`src/rtl/ysyx_23060240_mc_ctrl.sv`:
```
// ysyx_23060240_mc_ctrl
// Multi-cycle execution sequencer and PC owner. Fetches each instruction over
// a valid/ready bus, holds it stable through decode/execute, issues load/store
// requests over a second valid/ready bus, and opens the register/CSR write
// gates for exactly one commit cycle per instruction. Bus errors, bus
// timeouts and misaligned next-PC values park the core in a sticky HALT state.
module ysyx_23060240_mc_ctrl #(
  parameter int unsigned      XLEN           = 32,
  parameter logic [XLEN-1:0]  RESET_PC       = XLEN'(32'h8000_0000),
  parameter int unsigned      TIMEOUT_CYCLES = 255
) (
  input  logic            clk,
  input  logic            rst,

  // Instruction fetch bus
  output logic            ifu_req_valid,
  output logic [XLEN-1:0] ifu_req_addr,
  input  logic            ifu_req_ready,
  input  logic            ifu_rsp_valid,
  input  logic [31:0]     ifu_rsp_data,
  input  logic            ifu_rsp_err,

  // Instruction in flight, towards the IDU
  output logic [31:0]     inst,
  output logic [XLEN-1:0] pc,

  // Decode / redirect information from the datapath
  input  logic            is_load,
  input  logic            is_store,
  input  logic            jump_en,
  input  logic [XLEN-1:0] jump_pc,
  input  logic            trap_en,
  input  logic [XLEN-1:0] trap_pc,

  // Load/store bus
  output logic            lsu_req_valid,
  input  logic            lsu_req_ready,
  input  logic            lsu_rsp_valid,
  input  logic            lsu_rsp_err,

  // Commit control and status
  output logic            gpr_w_gate,
  output logic            csr_w_gate,
  output logic            commit,
  output logic            halted,
  output logic [2:0]      err_cause
);

  typedef enum logic [2:0] {
    S_FETCH_REQ,
    S_FETCH_WAIT,
    S_EXEC,
    S_MEM_REQ,
    S_MEM_WAIT,
    S_WB,
    S_HALT
  } state_t;

  typedef enum logic [2:0] {
    C_NONE      = 3'd0,
    C_FETCH_ERR = 3'd1,
    C_LSU_ERR   = 3'd2,
    C_TIMEOUT   = 3'd3,
    C_MISALIGN  = 3'd4
  } cause_t;

  localparam logic [31:0] NOP_INST = 32'h0000_0013;

  state_t          state;
  logic [31:0]     tmo_cnt;
  logic            tmo_hit;
  logic [XLEN-1:0] next_pc;
  logic            next_misaligned;
  logic            in_wb;

  // The counter holds the number of cycles already spent in the current bus
  // state, so the cycle that would make it reach the limit is the one that
  // times out. A limit of zero disables the check entirely.
  assign tmo_hit = (TIMEOUT_CYCLES != 0) && (tmo_cnt == TIMEOUT_CYCLES - 32'd1);

  // Redirect priority: trap beats jump beats sequential; pc+4 wraps naturally.
  assign next_pc = trap_en ? trap_pc :
                   jump_en ? jump_pc :
                             pc + XLEN'(4);
  assign next_misaligned = (next_pc[1:0] != 2'b00);

  // Bus requests and write gates are decoded from the registered state and
  // forced low while reset is held, so nothing leaks out during reset.
  assign in_wb         = rst && (state == S_WB);
  assign ifu_req_valid = rst && (state == S_FETCH_REQ);
  assign lsu_req_valid = rst && (state == S_MEM_REQ);
  assign ifu_req_addr  = pc;
  assign gpr_w_gate    = in_wb;
  assign csr_w_gate    = in_wb;
  assign commit        = in_wb;

  // Sequencer: state, PC, latched instruction, timeout counter and halt status.
  // NOTE: all sequential state uses non-blocking assignments so every register
  // sees the pre-edge value of every other register, independent of order.
  always_ff @(posedge clk) begin
    if (!rst) begin
      state     <= S_FETCH_REQ;
      pc        <= RESET_PC;
      inst      <= NOP_INST;
      err_cause <= C_NONE;
      halted    <= 1'b0;
      tmo_cnt   <= '0;
    end else begin
      // Any state change clears the counter; staying in a bus state bumps it.
      tmo_cnt <= '0;
      case (state)
        S_FETCH_REQ: begin
          // A response arriving before the request is accepted is ignored.
          if (ifu_req_ready) begin
            state <= S_FETCH_WAIT;
          end else if (tmo_hit) begin
            state     <= S_HALT;
            halted    <= 1'b1;
            err_cause <= C_TIMEOUT;
          end else begin
            tmo_cnt <= tmo_cnt + 32'd1;
          end
        end

        S_FETCH_WAIT: begin
          if (ifu_rsp_valid) begin
            if (ifu_rsp_err) begin
              state     <= S_HALT;
              halted    <= 1'b1;
              err_cause <= C_FETCH_ERR;
            end else begin
              inst  <= ifu_rsp_data;
              state <= S_EXEC;
            end
          end else if (tmo_hit) begin
            state     <= S_HALT;
            halted    <= 1'b1;
            err_cause <= C_TIMEOUT;
          end else begin
            tmo_cnt <= tmo_cnt + 32'd1;
          end
        end

        S_EXEC: begin
          state <= (is_load || is_store) ? S_MEM_REQ : S_WB;
        end

        S_MEM_REQ: begin
          if (lsu_req_ready) begin
            state <= S_MEM_WAIT;
          end else if (tmo_hit) begin
            state     <= S_HALT;
            halted    <= 1'b1;
            err_cause <= C_TIMEOUT;
          end else begin
            tmo_cnt <= tmo_cnt + 32'd1;
          end
        end

        S_MEM_WAIT: begin
          if (lsu_rsp_valid) begin
            if (lsu_rsp_err) begin
              state     <= S_HALT;
              halted    <= 1'b1;
              err_cause <= C_LSU_ERR;
            end else begin
              state <= S_WB;
            end
          end else if (tmo_hit) begin
            state     <= S_HALT;
            halted    <= 1'b1;
            err_cause <= C_TIMEOUT;
          end else begin
            tmo_cnt <= tmo_cnt + 32'd1;
          end
        end

        S_WB: begin
          // The instruction retires even when its successor target is bad;
          // the bad PC stays visible for debug while the core sits in HALT.
          pc <= next_pc;
          if (next_misaligned) begin
            state     <= S_HALT;
            halted    <= 1'b1;
            err_cause <= C_MISALIGN;
          end else begin
            state <= S_FETCH_REQ;
          end
        end

        S_HALT: begin
          state <= S_HALT;
        end

        default: begin
          state  <= S_HALT;
          halted <= 1'b1;
        end
      endcase
    end
  end

endmodule

```
`config.mk`:
```
export PLATFORM = sky130hd
export DESIGN_NAME = ysyx_23060240_mc_ctrl
export DESIGN_NICKNAME = d
export VERILOG_FILES = /design/src/rtl/ysyx_23060240_mc_ctrl.sv
export SDC_FILE = /design/constraint.sdc
export NUM_CORES = 1
export LEC_CHECK = 0
export BUFFER_PORTS_ARGS = -buffer_cell sky130_fd_sc_hd__clkbuf_2
export CELL_PAD_IN_SITES_DETAIL_PLACEMENT = 2
export CELL_PAD_IN_SITES_GLOBAL_PLACEMENT = 2
export CORE_UTILIZATION = 27
export DETAILED_ROUTE_END_ITERATION = 12
export PLACE_DENSITY_LB_ADDON = 0.1
export SYNTH_ARGS = -nofsm -noshare
export SYNTH_HDL_FRONTEND = slang
export SYNTH_SLANG_ARGS = --single-unit
```
`constraint.sdc`:
```
create_clock -name clk -period 2.11 [get_ports clk]
set_input_delay 0.422 -clock clk [delete_from_list [all_inputs] [get_ports clk]]
set_output_delay 0.422 -clock clk [all_outputs]
set_load 0.005 [all_outputs]
```
==> impl_summary.log <==
INFO  metric worst_hold_slack = 0.286 ns
INFO  metric total_detailed_routing_wirelength = 22200 µm
INFO  metric synth_top_area_share = 36.0%
INFO  metric outcome = complete, no violations
INFO  metric grt.overflow.total = 0
INFO  metric ys_seq_elements = 103
INFO  metric die_h = 148 µm
INFO  metric hp-start = ifu_rsp_data[5]
INFO  metric power_density = 638 nW/µm²
INFO  metric max_freq = 0.508 GHz
INFO  metric synthesis.instances = 750
INFO  metric setup_viol = 0
INFO  metric ant_nets = 0
INFO  metric grt_setup_unrepaired = false
INFO  metric clock_tree.htree_level_count = 3
INFO  metric async_flop_share = 0%
INFO  metric die-area = 21800 µm²
INFO  metric cp_data_required_time = 1.69 ns
INFO  metric cts-root-to-sink-buffers = 2
INFO  metric final_common_cell = sky130_fd_sc_hd__clkbuf_2
INFO  metric drc = 0
INFO  metric slew_viol_final = 0
INFO  metric timing.setup.critical_path_class = reg2out
INFO  metric totalNegativeSetupSlack = 0 ns
INFO  metric worst_r2r_path_depth = 6
INFO  metric finalHoldViolations = 0
INFO  metric final_layout_size_suffix_gt1_share = 31.5%
INFO  metric grt_first_pass_wirelength = 35700 µm
INFO  metric timing.critical_path.from_type = flop
INFO  metric timing.critical_path.arrival = 1.55 ns
INFO  metric detailedRoute.firstPassIterationCount = 4
INFO  metric pin_count_of_the_biggest_net_entering_global_routing = 34
INFO  metric cellLeakagePower = 3.15 nW
INFO  metric synth_largest_area_cell = sky130_fd_sc_hd__dfxtp_1
INFO  metric grt.total_usage = 20.6%
INFO  metric setup.reg_to_reg.worst_slack = 0.19 ns
INFO  metric post_drt_via_cell_ratio = 5.13
INFO  metric numClockSinks = 103
INFO  metric synth_edf_count = 0
INFO  metric power.ir.vdd_worst = 0.375 mV
INFO  metric hold_path_class = in2reg
INFO  metric vias = 6261
INFO  metric post_cts.repair.setup_buffers = 0
INFO  metric first_iter_violations = 197
INFO  metric maxSlewHeadroom = 62.9%
INFO  metric design_area = 7400 µm²
INFO  metric drt-wirelength-per-cell = 18.2 µm
INFO  metric cts-hold-fix-buffers = 0
INFO  metric synth_area_leaders = sky130_fd_sc_hd__dfxtp_1 (36%), sky130_fd_sc_hd__nand2_1 (7.1%), sky130_fd_sc_hd__a21oi_1 (5.9%)
INFO  metric cp_max_fo = 7
INFO  metric ios = 213
INFO  metric setup_ws = 0.140 ns
INFO  metric area_delta_synth_final = 29.3%
INFO  metric final_net_count = 1055
INFO  metric nFillCells = 2428
INFO  metric post_cts.resized_instances = 0
INFO  metric max_cap_viol_count = 0
INFO  metric post_synthesis_sequential_area_ratio = 36.0%
INFO  metric synth_top_flop_cell = sky130_fd_sc_hd__dfxtp_1
INFO  metric pre_cts_ws = 0.181 ns
INFO  metric fin_crit_sh = 93.4%
INFO  metric count_of_buffers_inserted_at_the_top_level_ports = 212
INFO  metric fp.coreArea = 20500 µm²
INFO  metric setup.worst_path.end_class = output pin
INFO  metric routabilityCongestion = 0.850
INFO  metric worstMarginPinSlew = 0.554 ns
INFO  metric yosys_warnings = 0
INFO  metric holdPathEnd = inst[5]
INFO  metric syn_area_per_cell = 7.64 µm²
INFO  metric period_minus_slack = 1.97 ns
INFO  metric initial_utilization = 27.9%
INFO  metric clock_network_latency_to_the_later_pin_of_the_worst_skew_pair = 0.36 ns
INFO  metric cts-buffers-inserted = 9
INFO  metric cts_tree = yes
INFO  metric finalCoreUtilization = 36.1%
INFO  metric layout_common_cells = sky130_fd_sc_hd__clkbuf_2 (212), sky130_fd_sc_hd__nand2_1 (108), sky130_fd_sc_hd__dfxtp_1 (103)
INFO  metric post_synth_num_cell_types = 63
INFO  metric dp_hpwl = 17200 µm
INFO  metric timing.rr.end = ifu_req_addr[25]
INFO  metric die_width = 148 µm
INFO  metric dpl_cell_area = 7110 µm²
INFO  metric ctsRootBufferMaster = sky130_fd_sc_hd__clkbuf_16
INFO  metric grt_antenna_before_repair = 1
INFO  metric hold_path_depth = 3
INFO  metric skew = 0.0113 ns
INFO  metric std_cell_rows = 52
INFO  metric post_synth_design_cell_area = 5730 µm²
INFO  metric critical_path.reg2reg.startpoint = ifu_req_addr[7]
INFO  metric cts.reportedPaths.clkPinSlew = 0.08 ns
INFO  metric grt_pass1_vias = 6657
INFO  metric synth_nets = 861
## Yosys cell counts (all sizes together) (10+ instances only)
| cell | number |
|---|---|
| buf | 41 |
| a22oi | 10 |
| o211ai | 13 |
| clkbuf | 44 |
| nor2 | 69 |
| nand4 | 20 |
| a21oi | 67 |
| dfxtp | 103 |
| xnor2 | 22 |
| nor3 | 26 |
| a31oi | 11 |
| nand3 | 29 |
| o21ai | 40 |
| nor4 | 13 |
| xor2 | 17 |
| nand2 | 108 |
| inv | 20 |
## cells by family after synthesis
logic type,count (synthesis),share of synthesized area [%]
AO/OA/AOI/OAI,177,18.8
XOR/XNOR,39,5.96
adder cells (fa/ha/maj),3,0.656
buffers and inverters,105,9.24
flip-flops,103,36.0
multiplexers,6,1.05
AND/OR/NAND/NOR,317,28.2
## routing by layer
layer | GRT usage [%] | vias up | share of wire, % | routed length (µm)
met5 | 0 | - | 0 | 0
met4 | 6.34 | 0 | 1.7 | 368
met3 | 2.72 | 26 | 4.5 | 992
met2 | 35.6 | 162 | 49 | 10900
met1 | 26.4 | 3076 | 45 | 10000
li1 | - | 2997 | - | -
## sequential cells by signal, summed over array words and instances (netlist names)
signal,count
ifu_req_addr,32
inst,32
err_cause,3
halted,1
tmo_cnt,32
state,3
## cell type report
cell class | instances | area (µm²) | area share [%]
multi-input combinational | 542 | 3140 | 42.4
sequential | 103 | 2060 | 27.9
timing repair buffer | 268 | 1490 | 20.2
tap | 270 | 338 | 4.56
clock buffer | 9 | 225 | 3.04
inverter | 20 | 75.1 | 1.01
clock inverter | 7 | 67.6 | 0.913
antenna | 1 | 2.50 | 0.0338
## worst max-delay path, cell delays in order, from the launching register on
cell and delay (ns):
sky130_fd_sc_hd__dfxtp_1 0.33, sky130_fd_sc_hd__and3b_1 0.43, sky130_fd_sc_hd__nand2_1 0.13, sky130_fd_sc_hd__inv_1 0.15, sky130_fd_sc_hd__clkbuf_2 0.14
## worst max-delay path by stage
stage,to,startpoint,slack (ns),depth (start not counted)
finish,gpr_w_gate,state[1],0.14,4
global route,tmo_cnt[26],tmo_cnt[0],0.05,6
CTS,gpr_w_gate,state[1],0.12,4
detailed placement,ifu_req_addr[22],trap_en,0.18,8
global placement,ifu_req_addr[28],jump_en,0.23,7
floorplan,ifu_req_addr[19],ifu_req_addr[4],0.17,6
## through the flow
step	power, W	std cells
after floorplan	0.00266	750
after global placement	0.00306	1203
after detailed placement	0.00310	1203
after CTS	0.00481	1219
after global routing	0.00497	1220
final	0.00472	1220
## where the power goes
part	switching (W)	internal, W
Sequential	0.0000732	0.00203
Clock	0.000851	0.000830
Combinational	0.000549	0.000396
Total	0.00147	0.00325
Note: power is estimated with default switching activity, not from simulation.
